**src/rtl/shot_seq.sv**
```systemverilog
// ---------------------------------------------------------------------------
// shot_seq -- multi-shot sequencer for the proc_core array
//
// A start strobe launches a sequence of nshot shots. Every shot holds
// proc_reset high for RST_CYCLES cycles. It then waits until every enabled
// core has raised its procend strobe, and then idles shot_delay cycles
// before the next shot begins. A per-shot watchdog ends the sequence early
// if the cores stall.
//
// Ports
//   clk           system clock
//   resetn        asynchronous active-low reset
//   stb_start     1-cycle start request, only honoured in IDLE
//   stb_abort     1-cycle abort, returns to IDLE from any other state
//   nshot         number of shots to run (latched on start)
//   shot_delay    idle cycles between shots (latched on start)
//   proc_mask     per-core participation mask (latched on start)
//   tout_limit    max RUN cycles per shot, 0 = no watchdog (latched on start)
//   procend       per-core done strobe, pulse or level
//   proc_reset    reset to the cores, high during each shot's reset phase
//   busy          high from accepted start until the DONE state is left
//   shotcnt       0-based index of the current shot
//   stb_shotdone  1-cycle pulse per completed shot
//   lastshotdone  sticky, set when the sequence ends, cleared on next start
//   timeout       sticky, set on watchdog expiry, cleared on next start
// ---------------------------------------------------------------------------
module shot_seq #(
    parameter int NPROC       = 4,
    parameter int NSHOT_WIDTH = 32,
    parameter int DELAY_WIDTH = 24,
    parameter int RST_CYCLES  = 2,
    parameter int TOUT_WIDTH  = 32
) (
    input  logic                   clk,
    input  logic                   resetn,
    input  logic                   stb_start,
    input  logic                   stb_abort,
    input  logic [NSHOT_WIDTH-1:0] nshot,
    input  logic [DELAY_WIDTH-1:0] shot_delay,
    input  logic [NPROC-1:0]       proc_mask,
    input  logic [TOUT_WIDTH-1:0]  tout_limit,
    input  logic [NPROC-1:0]       procend,
    output logic                   proc_reset,
    output logic                   busy,
    output logic [NSHOT_WIDTH-1:0] shotcnt,
    output logic                   stb_shotdone,
    output logic                   lastshotdone,
    output logic                   timeout
);

    // Reset-phase counter only needs to reach RST_CYCLES-1.
    localparam int RST_CNT_W = (RST_CYCLES > 1) ? $clog2(RST_CYCLES) : 1;
    localparam logic [RST_CNT_W-1:0] RST_LAST = RST_CNT_W'(RST_CYCLES - 1);

    typedef enum logic [2:0] {
        S_IDLE = 3'd0,
        S_RST  = 3'd1,
        S_RUN  = 3'd2,
        S_GAP  = 3'd3,
        S_DONE = 3'd4
    } state_t;

    state_t                 state_reg,        state_next;

    // Configuration captured on an accepted start.
    logic [NSHOT_WIDTH-1:0] nshot_reg,        nshot_next;
    logic [DELAY_WIDTH-1:0] delay_reg,        delay_next;
    logic [NPROC-1:0]       mask_reg,         mask_next;
    logic [TOUT_WIDTH-1:0]  tout_reg,         tout_next;

    // Sequencing state.
    logic [NSHOT_WIDTH-1:0] shotcnt_reg,      shotcnt_next;
    logic [NPROC-1:0]       done_seen_reg,    done_seen_next;
    logic [RST_CNT_W-1:0]   rst_cnt_reg,      rst_cnt_next;
    logic [DELAY_WIDTH-1:0] gap_cnt_reg,      gap_cnt_next;
    logic [TOUT_WIDTH-1:0]  wd_cnt_reg,       wd_cnt_next;

    // Registered outputs.
    logic                   proc_reset_reg,   proc_reset_next;
    logic                   busy_reg,         busy_next;
    logic                   shotdone_reg,     shotdone_next;
    logic                   lastshotdone_reg, lastshotdone_next;
    logic                   timeout_reg,      timeout_next;

    // -----------------------------------------------------------------------
    // Shot completion detect. A core is satisfied when it is masked off, has
    // already reported in this shot, or is reporting right now. Including the
    // live procend lets a pulse that lands on the deciding cycle count.
    // -----------------------------------------------------------------------
    logic [NPROC-1:0] core_ok;
    logic             all_done;
    logic             last_shot;
    logic             wd_expire;

    for (genvar gi = 0; gi < NPROC; gi++) begin : g_core
        assign core_ok[gi] = done_seen_reg[gi] | procend[gi] | ~mask_reg[gi];
    end

    assign all_done  = &core_ok;
    // nshot_reg is non-zero whenever RUN is reachable, so this never underflows.
    assign last_shot = (shotcnt_reg == (nshot_reg - NSHOT_WIDTH'(1)));
    // wd_cnt_reg holds the number of completed RUN cycles; expiry fires on the
    // cycle that would make it equal tout_limit.
    assign wd_expire = (tout_reg != '0) && (wd_cnt_reg == (tout_reg - TOUT_WIDTH'(1)));

    // -----------------------------------------------------------------------
    // State register
    // -----------------------------------------------------------------------
    always_ff @(posedge clk or negedge resetn) begin
        if (!resetn) begin
            state_reg        <= S_IDLE;
            nshot_reg        <= '0;
            delay_reg        <= '0;
            mask_reg         <= '0;
            tout_reg         <= '0;
            shotcnt_reg      <= '0;
            done_seen_reg    <= '0;
            rst_cnt_reg      <= '0;
            gap_cnt_reg      <= '0;
            wd_cnt_reg       <= '0;
            proc_reset_reg   <= 1'b0;
            busy_reg         <= 1'b0;
            shotdone_reg     <= 1'b0;
            lastshotdone_reg <= 1'b0;
            timeout_reg      <= 1'b0;
        end else begin
            state_reg        <= state_next;
            nshot_reg        <= nshot_next;
            delay_reg        <= delay_next;
            mask_reg         <= mask_next;
            tout_reg         <= tout_next;
            shotcnt_reg      <= shotcnt_next;
            done_seen_reg    <= done_seen_next;
            rst_cnt_reg      <= rst_cnt_next;
            gap_cnt_reg      <= gap_cnt_next;
            wd_cnt_reg       <= wd_cnt_next;
            proc_reset_reg   <= proc_reset_next;
            busy_reg         <= busy_next;
            shotdone_reg     <= shotdone_next;
            lastshotdone_reg <= lastshotdone_next;
            timeout_reg      <= timeout_next;
        end
    end

    // -----------------------------------------------------------------------
    // Next-state and output logic
    // -----------------------------------------------------------------------
    always_comb begin
        state_next        = state_reg;
        nshot_next        = nshot_reg;
        delay_next        = delay_reg;
        mask_next         = mask_reg;
        tout_next         = tout_reg;
        shotcnt_next      = shotcnt_reg;
        done_seen_next    = done_seen_reg;
        rst_cnt_next      = rst_cnt_reg;
        gap_cnt_next      = gap_cnt_reg;
        wd_cnt_next       = wd_cnt_reg;
        proc_reset_next   = proc_reset_reg;
        busy_next         = busy_reg;
        shotdone_next     = 1'b0;          // strobe: high for one cycle only
        lastshotdone_next = lastshotdone_reg;
        timeout_next      = timeout_reg;

        unique case (state_reg)
            S_IDLE: begin
                if (stb_start) begin
                    nshot_next        = nshot;
                    delay_next        = shot_delay;
                    mask_next         = proc_mask;
                    tout_next         = tout_limit;
                    shotcnt_next      = '0;
                    done_seen_next    = '0;
                    lastshotdone_next = 1'b0;
                    timeout_next      = 1'b0;
                    busy_next         = 1'b1;
                    if (nshot == '0) begin
                        // Empty sequence: straight to DONE, cores untouched.
                        state_next        = S_DONE;
                        lastshotdone_next = 1'b1;
                    end else begin
                        state_next      = S_RST;
                        proc_reset_next = 1'b1;
                        rst_cnt_next    = '0;
                    end
                end
            end

            S_RST: begin
                // procend is meaningless while the cores are held in reset.
                done_seen_next = '0;
                if (rst_cnt_reg == RST_LAST) begin
                    state_next      = S_RUN;
                    proc_reset_next = 1'b0;
                    wd_cnt_next     = '0;
                end else begin
                    rst_cnt_next = rst_cnt_reg + RST_CNT_W'(1);
                end
            end

            S_RUN: begin
                done_seen_next = done_seen_reg | procend;
                wd_cnt_next    = wd_cnt_reg + TOUT_WIDTH'(1);
                if (all_done) begin
                    shotdone_next = 1'b1;
                    if (last_shot) begin
                        state_next        = S_DONE;
                        lastshotdone_next = 1'b1;
                    end else if (delay_reg == '0) begin
                        // No gap: the next shot's reset starts right away.
                        state_next      = S_RST;
                        shotcnt_next    = shotcnt_reg + NSHOT_WIDTH'(1);
                        proc_reset_next = 1'b1;
                        rst_cnt_next    = '0;
                    end else begin
                        state_next   = S_GAP;
                        gap_cnt_next = '0;
                    end
                end else if (wd_expire) begin
                    // Completion wins over the watchdog on the same cycle.
                    state_next        = S_DONE;
                    timeout_next      = 1'b1;
                    lastshotdone_next = 1'b1;
                end
            end

            S_GAP: begin
                // Only reachable with delay_reg != 0, so delay_reg-1 is safe.
                if (gap_cnt_reg == (delay_reg - DELAY_WIDTH'(1))) begin
                    state_next      = S_RST;
                    shotcnt_next    = shotcnt_reg + NSHOT_WIDTH'(1);
                    proc_reset_next = 1'b1;
                    rst_cnt_next    = '0;
                end else begin
                    gap_cnt_next = gap_cnt_reg + DELAY_WIDTH'(1);
                end
            end

            S_DONE: begin
                state_next = S_IDLE;
                busy_next  = 1'b0;
            end

            default: begin
                state_next      = S_IDLE;
                proc_reset_next = 1'b0;
                busy_next       = 1'b0;
            end
        endcase

        // Abort overrides everything decided above, including a shot that
        // completes or a watchdog that fires in the same cycle. The shot
        // index and sticky flags are left as they were.
        if (stb_abort && (state_reg != S_IDLE)) begin
            state_next        = S_IDLE;
            proc_reset_next   = 1'b0;
            busy_next         = 1'b0;
            shotdone_next     = 1'b0;
            shotcnt_next      = shotcnt_reg;
            lastshotdone_next = lastshotdone_reg;
            timeout_next      = timeout_reg;
        end
    end

    assign proc_reset   = proc_reset_reg;
    assign busy         = busy_reg;
    assign shotcnt      = shotcnt_reg;
    assign stb_shotdone = shotdone_reg;
    assign lastshotdone = lastshotdone_reg;
    assign timeout      = timeout_reg;

endmodule

```
**config.mk**
```make
export PLATFORM = sky130hd
export DESIGN_NAME = shot_seq
export DESIGN_NICKNAME = d
export VERILOG_FILES = /design/src/rtl/shot_seq.sv
export SDC_FILE = /design/constraint.sdc
export NUM_CORES = 1
export LEC_CHECK = 0
export BUFFER_PORTS_ARGS = -buffer_cell sky130_fd_sc_hd__buf_2
export CORE_MARGIN = 1.5
export CORE_UTILIZATION = 60
export CTS_CLUSTER_DIAMETER = 60
export CTS_CLUSTER_SIZE = 28
export DETAILED_ROUTE_END_ITERATION = 12
export PLACE_DENSITY = 0.82
export SYNTH_ARGS = -nofsm -noshare
export SYNTH_HDL_FRONTEND = slang
export SYNTH_SLANG_ARGS = --single-unit
```
**constraint.sdc**
```tcl
create_clock -name clk -period 4.4 [get_ports clk]
set_clock_uncertainty 0.1 [all_clocks]
set_input_delay 0.66 -clock clk [delete_from_list [all_inputs] [get_ports clk]]
set_output_delay 0.66 -clock clk [all_outputs]
set_load 0.05 [all_outputs]
```
==> impl_metrics.yaml <==
die:
  core_um2: 19700
  placementRows: 51
  die_x_um: 145
  io-pin-count: 137
  die_h_um: 145
  start_util_pct: 61.9
  die_area_um2: 21100
power:
  powerDensity_nw_per_um2: 636
  power.total_mw: 8.70
  p_leak_nw: 6.08
  vdd_drop_max_uv: 275
sta:
  final.setup.tns_ns: 0
  max_slew_margin_pct: 31.3
  slew_violations: 0
  worst_pin_slew_ns: 1.03
  period_needed_ns: 4.03
  rsz0062_at_grt: "no"
  fmax_mhz: 248
  finalCritPeriodShare_pct: 91.7
  setup_viol: 0
  hold_viol: 0
synthesis:
  synthArstFlopShare_pct: 100
  synth_most_common_cell: "nand2_1"
  netlist.area_leader.share_pct: 39.7
  netlist_area_um2: 12200
  synth_area_leader_cell: "dfrtp_1"
  synthCells: 1499
  ys_seq_area_share_pct: 39.7
  ys_top_cells_by_area: "dfrtp_1 (40%), nand2_1 (11%), xnor2_1 (4.9%), o21ai_0 (3.7%), xor2_1 (3.3%)"
  synth_cell_type_count: 80
  synth_commonest_cells: "nand2_1 (356), dfrtp_1 (193), o21ai_0 (89)"
  yosys_register_bits: 193
  ys_warn_count: 0
  synth_fp_nets: 1605
  avgSynthCellArea_um2: 8.11
  synth-edff-count: 0
  synthFlopType: "dfrtp_1"
clock_network:
  clockRootBuffer: "clkbuf_16"
  clk_pin_slew_ns: 0.07
  clkSinkCount: 193
  htree_levels: 4
  clk_path_buf_depth: 2
  cts_buffers: 17
  clkLatencyLatePin_ns: 0.44
  cts_tree: "built"
cells_and_area:
  n_fill_cell: 1634
  layout-drive-gt1-share_pct: 14.2
  nets: 1705
  multi_input_area_um2: 6900
  syn2layout_area_growth_pct: 12.5
  final-instance-count-excl-fill: 1876
  ff_latch_area_um2: 4830
  final_util_pct: 69.6
  antennaDiodeCount: 0
setup_path:
  crit_required_ns: 4.60
  path_buf_inv: 1
  crit_path_max_incr_delay_ns: 0.65
  arrival_ns: 4.24
  crit_slowest_cell: "or4_1"
  worstSetupStartpoint: "delay_reg[0]"
  r2r_start: "delay_reg[0]"
  cp-end-kind: "flop"
  crit_path_start_kind: "flop"
  cp_cell_sequence: "or4_1 -> or4b_1 -> a21oi_1 -> o31a_1 -> nor4bb_2 -> nand3_1 -> o21bai_2 -> o21ai_4 -> buf_12 -> or2_2 -> o41ai_1"
  crit_fanout: 36
  critical_path_class: "flop to flop"
  crit_family: "simple AND/OR/NAND/NOR gates"
  r2r_slack_ns: 0.37
grt:
  use_met1_pct: 42.3
  grt_max_degree: 106
  antenna_found_initial: 0
  grt_pass1_vias: 11263
  grt_pass1_wl_mm: 55.5
  grtUsageTotal_pct: 31.7
  grt-busiest-layer: "met2"
  gr-usage-met2_pct: 52.9
  grt-ovfl-total: 0
  grtUsageMet3_pct: 5.17
outcome:
  outcome: "complete, no violations"
placed_design:
  io_buffers: 136
  place_inst: 1845
  globalplace.congestion: 0.952
  post-dp-hpwl_mm: 23.2
drt:
  vias_per_cell: 6.23
  drcViolationCount: 0
  routed_wl_mm: 32.9
  vias: 11689
  first_pass_iters: 6
  ant_nets: 0
  initialDrtViolationCount: 1020
  wire_per_inst_um: 17.5
run:
  drv_cap: 0
min_path:
  holdCritPathClass: "primary input to asynchronous set/reset pin"
-- cell families (layout without fill, tap and decap cells) --
| group | after synthesis | after routing | share of synthesized area, % |
|---|---|---|---|
| xor gates and xnor gates | 114 | 114 | 8.21 |
| AOI/OAI and AO/OA | 279 | 279 | 15.0 |
| DFF | 193 | 193 | 39.7 |
| adders and majority gates | 6 | 6 | 0.617 |
| muxes | 11 | 11 | 0.936 |
| and+or+nand+nor | 788 | 788 | 31.8 |
| buffers and inverters | 108 | 220 | 3.72 |
-- metal layers --
layer,vias up,wire [µm]
li1,5537,-
met1,5595,14100
met2,485,15800
met3,72,2060
met4,0,897
met5,-,0
-- layout make-up --
type,instances,share of cell area [%]
Multi-Input combinational cell,1198,50.4
Tap cell,265,2.42
Timing Repair Buffer,158,6.43
Clock inverter,11,1.30
Clock buffer,20,3.26
Sequential cell,193,35.3
Inverter,31,0.850
-- timing repair --
item / 4_1_cts / 5_1_grt
gates resized for setup: 0 / 2
endpoints found under the setup margin: 0 / 24
buffers inserted: 0 / 0
hold buffers: 0 / 0
-- cell usage in the layout (no fill, tap or decap), types with 46 or more instances in the layout --
cell type  synthesis  routed
a21oi_1           47      47
buf_2              2     135
dfrtp_1          193     193
nand2_1          356     355
nand3_1           61      61
nor2_1            81      81
nor3_1            65      65
o21ai_0           89      89
xnor2_1           68      68
xor2_1            46      46
-- power by group --
group,internal (mW),leakage (nW),switching (mW)
combinational,1.49,3.27,2.23
sequential,2.35,2.52,0.962
clock,0.970,0.293,0.703
-- path summary, 6_finish.rpt --
check                                end  cells past startpoint
setup / recovery              shotcnt[7]                     11
hold / removal             nshot_reg[13]                      1
setup reg to reg              shotcnt[7]                     11
hold reg to reg              mask_reg[3]                      2
max in group asynchronous  delay_reg[12]                      2
min in group clk            tout_reg[13]                      3
-- metrics by stage --
step                      hold slack [ns]  worst slack, ns  cell area [µm²]
final                               0.165            0.365            13700
after global routing                0.227           0.0997            13700
after CTS                           0.208           0.0911            13700
after detailed placement            0.364            0.325            13000
after global placement              0.362            0.471            13000
after floorplan                     0.264            0.628            12200
(Power assumes the default switching activity.)
